**config.mk**
```make
export PLATFORM = sky130hd
export DESIGN_NAME = lc3b_decode_stage
export DESIGN_NICKNAME = d
export VERILOG_FILES = /design/src/rtl/lc3b_decode_stage.sv
export SDC_FILE = /design/constraint.sdc
export NUM_CORES = 1
export LEC_CHECK = 0
export ABC_AREA = 1
export CORE_ASPECT_RATIO = 1.25
export CORE_MARGIN = 3
export CORE_UTILIZATION = 45
export CTS_BUF_LIST = sky130_fd_sc_hd__clkbuf_2 sky130_fd_sc_hd__clkbuf_4 sky130_fd_sc_hd__clkbuf_8
export CTS_CLUSTER_DIAMETER = 40
export DETAILED_ROUTE_END_ITERATION = 7
export GPL_ROUTABILITY_DRIVEN = 0
export PLACE_DENSITY = 0.79
export SETUP_SLACK_MARGIN = 0.5
export SYNTH_ARGS = -nofsm -noshare
export SYNTH_HDL_FRONTEND = slang
export SYNTH_SLANG_ARGS = --single-unit
```
**constraint.sdc**
```tcl
create_clock -name clk -period 1.3 [get_ports clk]
set_clock_uncertainty 0.05 [all_clocks]
set_input_delay 0.325 -clock clk [delete_from_list [all_inputs] [get_ports clk]]
set_output_delay 0.325 -clock clk [all_outputs]
set_load 0.03 [all_outputs]
```
**src/rtl/lc3b_decode_stage.sv**
```systemverilog
// LC-3b decode (ID) stage: takes instructions from IF over valid/ready,
// decodes them into the packed control word and register specifiers, and
// holds the result in the ID/EX register. A one-entry skid buffer lets
// if_ready come straight from a flop.
module lc3b_decode_stage (
   input  logic        clk,
   input  logic        rst,
   input  logic        flush,
   input  logic        if_valid,
   output logic        if_ready,
   input  logic [15:0] if_instr,
   input  logic [15:0] if_pc,
   output logic        id_valid,
   input  logic        id_ready,
   output logic [19:0] id_ctrl,
   output logic [15:0] id_instr,
   output logic [15:0] id_pc,
   output logic [2:0]  id_sr1,
   output logic [2:0]  id_sr2,
   output logic [2:0]  id_dest
);

   typedef enum logic [3:0] {
      OP_BR   = 4'h0,
      OP_ADD  = 4'h1,
      OP_LDB  = 4'h2,
      OP_STB  = 4'h3,
      OP_JSR  = 4'h4,
      OP_AND  = 4'h5,
      OP_LDR  = 4'h6,
      OP_STR  = 4'h7,
      OP_RTI  = 4'h8,
      OP_NOT  = 4'h9,
      OP_LDI  = 4'hA,
      OP_STI  = 4'hB,
      OP_JMP  = 4'hC,
      OP_SHF  = 4'hD,
      OP_LEA  = 4'hE,
      OP_TRAP = 4'hF
   } lc3b_opcode_e;

   typedef enum logic [3:0] {
      ALU_ADD  = 4'd0,
      ALU_AND  = 4'd1,
      ALU_NOT  = 4'd2,
      ALU_PASS = 4'd3,
      ALU_SLL  = 4'd4,
      ALU_SRL  = 4'd5,
      ALU_SRA  = 4'd6
   } lc3b_aluop_e;

   typedef struct packed {
      lc3b_opcode_e opcode;
      logic         load_cc;
      logic         load_regfile;
      lc3b_aluop_e  aluop;
      logic         addr1mux_sel;
      logic [1:0]   addr2mux_sel;
      logic         sr2mux_sel;
      logic         memaddrmux_sel;
      logic         drmux_sel;
      logic [3:0]   reserved;
   } lc3b_control_word;

   logic        skid_valid;
   logic [15:0] skid_instr;
   logic [15:0] skid_pc;

   logic        if_xfer;
   logic        id_load;
   logic        src_valid;
   logic [15:0] src_instr;
   logic [15:0] src_pc;

   lc3b_opcode_e     src_op;
   lc3b_control_word dec_ctrl;
   logic [2:0]       dec_sr2;
   logic [2:0]       dec_dest;

   assign if_ready  = ~skid_valid;
   assign if_xfer   = if_valid & if_ready;
   assign id_load   = ~id_valid | id_ready;
   assign src_valid = skid_valid | if_xfer;
   assign src_instr = skid_valid ? skid_instr : if_instr;
   assign src_pc    = skid_valid ? skid_pc : if_pc;
   assign src_op    = lc3b_opcode_e'(src_instr[15:12]);

   // Decode the selected source instruction into control word and specifiers
   always_comb begin
      dec_ctrl        = '0;
      dec_ctrl.opcode = src_op;
      dec_sr2         = src_instr[2:0];
      dec_dest        = src_instr[11:9];
      unique case (src_op)
         OP_ADD, OP_AND: begin
            dec_ctrl.load_cc      = 1'b1;
            dec_ctrl.load_regfile = 1'b1;
            dec_ctrl.aluop        = (src_op == OP_AND) ? ALU_AND : ALU_ADD;
            dec_ctrl.sr2mux_sel   = src_instr[5];
         end
         OP_NOT: begin
            dec_ctrl.load_cc      = 1'b1;
            dec_ctrl.load_regfile = 1'b1;
            dec_ctrl.aluop        = ALU_NOT;
         end
         OP_SHF: begin
            dec_ctrl.load_cc      = 1'b1;
            dec_ctrl.load_regfile = 1'b1;
            dec_ctrl.sr2mux_sel   = 1'b1;
            if (!src_instr[4])
               dec_ctrl.aluop = ALU_SLL;
            else if (src_instr[5])
               dec_ctrl.aluop = ALU_SRA;
            else
               dec_ctrl.aluop = ALU_SRL;
         end
         OP_LDR, OP_LDB, OP_LDI: begin
            dec_ctrl.load_cc        = 1'b1;
            dec_ctrl.load_regfile   = 1'b1;
            dec_ctrl.aluop          = ALU_PASS;
            dec_ctrl.addr1mux_sel   = 1'b1;
            dec_ctrl.addr2mux_sel   = 2'b01;
            dec_ctrl.memaddrmux_sel = 1'b1;
            dec_ctrl.drmux_sel      = 1'b1;
         end
         OP_STR, OP_STB, OP_STI: begin
            dec_ctrl.addr1mux_sel   = 1'b1;
            dec_ctrl.addr2mux_sel   = 2'b01;
            dec_ctrl.memaddrmux_sel = 1'b1;
            // stores read the data register through the second read port
            dec_sr2                 = src_instr[11:9];
         end
         OP_LEA: begin
            dec_ctrl.load_regfile = 1'b1;
            dec_ctrl.addr2mux_sel = 2'b10;
            dec_ctrl.drmux_sel    = 1'b1;
         end
         OP_BR: begin
            dec_ctrl.addr2mux_sel = 2'b10;
         end
         OP_JMP: begin
            dec_ctrl.addr1mux_sel = 1'b1;
            dec_ctrl.addr2mux_sel = 2'b00;
         end
         OP_JSR: begin
            dec_ctrl.load_regfile = 1'b1;
            dest_link_jsr: begin
               if (src_instr[11]) begin
                  dec_ctrl.addr2mux_sel = 2'b11;
               end else begin
                  dec_ctrl.addr1mux_sel = 1'b1;
                  dec_ctrl.addr2mux_sel = 2'b00;
               end
            end
            dec_dest = 3'd7;
         end
         OP_TRAP: begin
            dec_ctrl.load_regfile = 1'b1;
            dec_dest              = 3'd7;
         end
         OP_RTI: begin
            dec_ctrl.opcode = OP_RTI;
         end
         default: begin
            dec_ctrl.opcode = src_op;
         end
      endcase
   end

   // Skid buffer and ID/EX register; reset beats flush, flush beats any load
   always_ff @(posedge clk) begin
      if (rst) begin
         skid_valid <= 1'b0;
         skid_instr <= '0;
         skid_pc    <= '0;
         id_valid   <= 1'b0;
         id_ctrl    <= '0;
         id_instr   <= '0;
         id_pc      <= '0;
         id_sr1     <= '0;
         id_sr2     <= '0;
         id_dest    <= '0;
      end else if (flush) begin
         skid_valid <= 1'b0;
         id_valid   <= 1'b0;
      end else begin
         if (id_load) begin
            id_valid <= src_valid;
            if (src_valid) begin
               id_ctrl  <= dec_ctrl;
               id_instr <= src_instr;
               id_pc    <= src_pc;
               id_sr1   <= src_instr[8:6];
               id_sr2   <= dec_sr2;
               id_dest  <= dec_dest;
            end
            // a waiting skid entry is always the one that moves forward
            if (skid_valid)
               skid_valid <= 1'b0;
         end else if (if_xfer) begin
            skid_valid <= 1'b1;
            skid_instr <= if_instr;
            skid_pc    <= if_pc;
         end
      end
   end

endmodule
```
# Word-level counts from Yosys, hierarchy flattened
# Cells that the tools add are included.
# word_totals
register_bits,91
in_bits,37
output_inout_bits,63
# op_classes
eq_ne,15
mux,18
bitwise,7
n_reduce_logical,15
# op_table
operator,count
$eq 4x4->1 const B,8
$mux 16,2
$eq 4x3->1 const B,4
$pmux 4 s4,1
$reduce_or 7->1,2
$reduce_or 10->1,1
$reduce_or 3->1,3
$eq 4x2->1 const B,2
$mux 4,2
$reduce_or 2->1,4
$mux 1,6
$mux 3,2
$pmux 2 s3,1
$reduce_and 3->1,2
$reduce_or 6->1,1
$eq 4x1->1 const B,1
$logic_not 4->1,1
$mux 2,2
$not 1->1,4
$pmux 1 s2,2
$reduce_or 4->1,1
$or 1x1->1,2
$and 1x1->1,1

# Logic depth before layout (Yosys ltp)
# logic_depth
word_depth,4
mapped_depth,11

# Worst setup path before layout
# Ideal clock, no wire load.
# synth_timing
kind,register to register
from,register id_valid
to,register skid_pc[11]
setup_ns,0.070
arrival_ns,1.403
t_required_ns,1.180
path_slack_ns,-0.223
stages_incl_launch_ff,8
path_buffers,1
synth_period_minus_slack_ns,1.523
cell_sequence,dfxtp_1 -> inv_1 -> nor2_2 -> nand4_1 -> inv_1 -> buf_2 -> o21ai_0 -> a21oi_1
# synth_via
elab_chain_cells,4
# synth_lines
element,line_no,text
start: declaration,13,"output logic id_valid,"
start signal: assignment,188,id_valid <= src_valid;
$not 1->1,82,assign id_load = ~id_valid | id_ready;
$or 1x1->1,82,
$not 1->1 (no source line),-,
$reduce_and 3->1 (no source line),-,
end signal: assignment,203,skid_pc <= if_pc;
end: declaration,67,logic [15:0] skid_pc;
# No other way between the ends.
# A chain may end at the register's enable or synchronous reset.

# Final worst setup path
# layout_timing
from,register skid_valid
to,register id_pc[12]
# layout_via
elab_chain_cells,4
elab_cells_between_ends,5
# layout_lines
element,line_no,text
start: declaration,65,logic skid_valid;
start signal: assignment,173,skid_valid <= 1'b0;
start signal: assignment,184,skid_valid <= 1'b0;
start signal: assignment,199,skid_valid <= 1'b0;
$not 1->1,80,assign if_ready = ~skid_valid;
$and 1x1->1,81,assign if_xfer = if_valid & if_ready;
$or 1x1->1,83,assign src_valid = skid_valid | if_xfer;
$reduce_and 3->1 (no source line),-,
end signal: assignment,192,id_pc <= src_pc;
end: declaration,17,"output logic [15:0] id_pc,"
# Several ways; a longest one is shown, not always the timed one.

==> impl_metrics.py <==
metrics = {
    "synthesis": {
        "syn-cell-area_um2": 3580,
        "syn-instance-count": 501,
        "yosys.area_share.simple_pct": 22.0,
        "synth_fa_ha_area_share_pct": 0,
        "yosysUniqueCellTypes": 24,
        "yosysSeqAreaShare_pct": 46.4,
        "synth_top_flop_cell": "dfxtp_1",
        "synth_compound_area_share_pct": 20.4,
        "synth_top_family_by_area": "simple AND/OR/NAND/NOR gates",
        "synth-xor-area-share_pct": 0,
        "synth_commonest_cells": "nand2_1, dfxtp_1, o21ai_0",
        "ys_ff_latch": 83,
        "synth_most_common_cell": "nand2_1",
        "synthMuxAreaShare_pct": 0,
        "yosys.area.top_type_share_pct": 46.4,
        "ys_top_cells_by_area": "dfxtp_1, nand2_1, o21ai_0",
        "synth_top_area_cell": "dfxtp_1",
        "synth_edf_count": 0,
        "avgSynthCellArea_um2": 7.15,
        "ys_async_sr_fraction_pct": 0,
        "ys_warn_count": 0,
    },
    "run_status": {
        "violations": "setup timing",
        "status": "complete, but fails checks",
    },
    "clocking": {
        "cts_root_buf": "clkbuf_8",
        "htree_levels": 3,
        "cts_tree": "done",
        "clk_latency_ps": 360,
        "path_clk_slew_ps": 90,
        "ctsHoldBuffers": 0,
        "clock_sinks": 83,
        "numCtsBuffers": 9,
        "clockBufferDepth": 2,
    },
    "floorplan": {
        "boundaryPins": 100,
        "initial_core_util_pct": 47.5,
        "row_count": 35,
        "die_w_um": 85.8,
        "core_area_um2": 7530,
        "fp.dieArea_um2": 9070,
        "die_h_um": 106,
    },
    "pwr": {
        "powerDensity_nw_per_um2": 1020,
        "power_leakage_uw": 0.00273,
        "ir_drop_mv": 0.825,
    },
    "grt": {
        "overflow": 0,
        "grt_pass1_vias": 3703,
        "grt_pass1_wl_um": 17800,
        "grt_usage_pct": 24.3,
        "grt_start_max_net_pins": 53,
        "antenna_found_initial": 0,
    },
    "sta": {
        "period_needed_ps": 1520,
        "setup_violations": 81,
        "setup_ws_ps": -215,
        "rsz0062_at_grt": "true",
        "setup_tns_ps": -8230,
        "min_period_over_period_pct": 117,
        "maxSlewViolCount": 0,
        "hold_viol": 0,
        "max_freq_ghz": 0.660,
    },
    "placement": {
        "portBuffers": 94,
        "placed_area_um2": 4770,
        "place_hpwl_um": 6480,
        "dpl_worst_slack_ps": -522,
    },
    "setup_path": {
        "start_kind": "flop",
        "crit_path_max_fanout": 7,
        "endpoint_kind": "flop",
        "path_class": "flop to flop",
        "required_ps": 1490,
        "arrival_ps": 1710,
    },
    "finish": {
        "drive_above_1_share_pct": 41.7,
        "antenna_cells": 0,
        "syn2layout_area_growth_pct": 67.6,
        "fin_nets": 673,
        "postLayoutCellArea_um2": 6000,
    },
    "run": {
        "drv_cap": 0,
    },
    "route": {
        "drtPass1Iterations": 7,
        "post_drt_wl_per_cell_um": 15.3,
        "postRouteAntennaNets": 0,
        "drtIter0Drc": 264,
        "vias": 3904,
        "wirelength_um": 11200,
        "route.detailed.drc": 0,
        "vias_per_cell": 5.33,
    },
    "hold_path": {
        "min_path_type": "input pin to flop",
    },
}
## critical path: stages, from the launching register on
cell	delay (ps)
dfxtp_4	390
nor2_2	190
nor3_4	60
buf_12	150
buf_4	140
buf_16	130
o21ai_0	210
a31oi_1	80
## per-layer routing
metal / share of wire, % / global-route usage, % / vias to the layer above
li1: - / - / 1890
met3: 6.0 / 3.99 / 32
met2: 54 / 45.2 / 155
met1: 37 / 27.8 / 1827
met5: 0 / 0 / -
met4: 2.4 / 7.81 / 0
## state kept, by name, summed over array words and instances, names as in the netlist
register,cells
id_sr2,3
id_valid,1
skid_pc,16
id_ctrl,15
skid_instr,16
id_dest,3
id_instr,12
skid_valid,1
id_pc,16
## what timing repair did
item	4_1_cts	5_1_grt
hold endpoints to repair	0	0
gates resized for setup	129	41
setup buffers	22	9
pin swaps	4	3
endpoints found under the setup margin	141	141
cloned	8	0
## layout make-up
class	instances	area, um2
well taps	92	115
flip-flops and latches	83	1750
clock buffers	9	124
clock inverters	7	90.1
repair buffers	162	1900
fillers	438	1530
repair inverters	1	6.26
multi-input cells	337	1850
inverters	42	173
## path summary, 6_finish.rpt
check,start,to,slack (ps),cells past startpoint
worst max-delay path,skid_valid,id_pc[12],-220,7
worst min-delay path,flush,id_valid,370,2
worst max register to register,skid_valid,id_pc[12],-220,7
worst min register to register,skid_instr[4],skid_instr[4],420,2
## through the flow
stage	hold slack (ps)	total power (uW)	std cells	utilization, %
floorplan	370	3420	505	-
global placement	386	3780	678	63.3
detailed placement	399	3800	678	63.3
CTS	368	6040	724	77.0
global route	386	6320	733	79.7
finish	371	6090	733	79.7
## cells by family after synthesis
kind of cell / count (synthesis)
AOI/OAI and AO/OA: 134
buffers and inverters: 85
other: 1
DFF: 83
and+or+nand+nor: 198
## power by group
part / total, uW / internal, uW / switching [uW]
combinational: 1300 / 629 / 674
sequential: 2750 / 2660 / 88.9
clock: 2040 / 1080 / 962
total: 6090 / 4370 / 1720
## layout by cell type (no fill, tap or decap), drive strengths merged
master         instances
clkinv                 2
inv                   45
o31ai                  1
o211ai                 1
nor2                  43
nand3                 10
conb                   5
a21oi                 38
dfxtp                 83
nand2                142
nand4                  2
o21a                   7
clkinvlp               1
nor3                   1
buf                  123
o21ai                 65
bufbuf                 3
a31oi                 20
o211a                  2
bufinv                 2
dlygate4sd2            5
clkbuf                 9
clkdlybuf4s50         31
No activity file was read; power rests on OpenSTA's default activity.
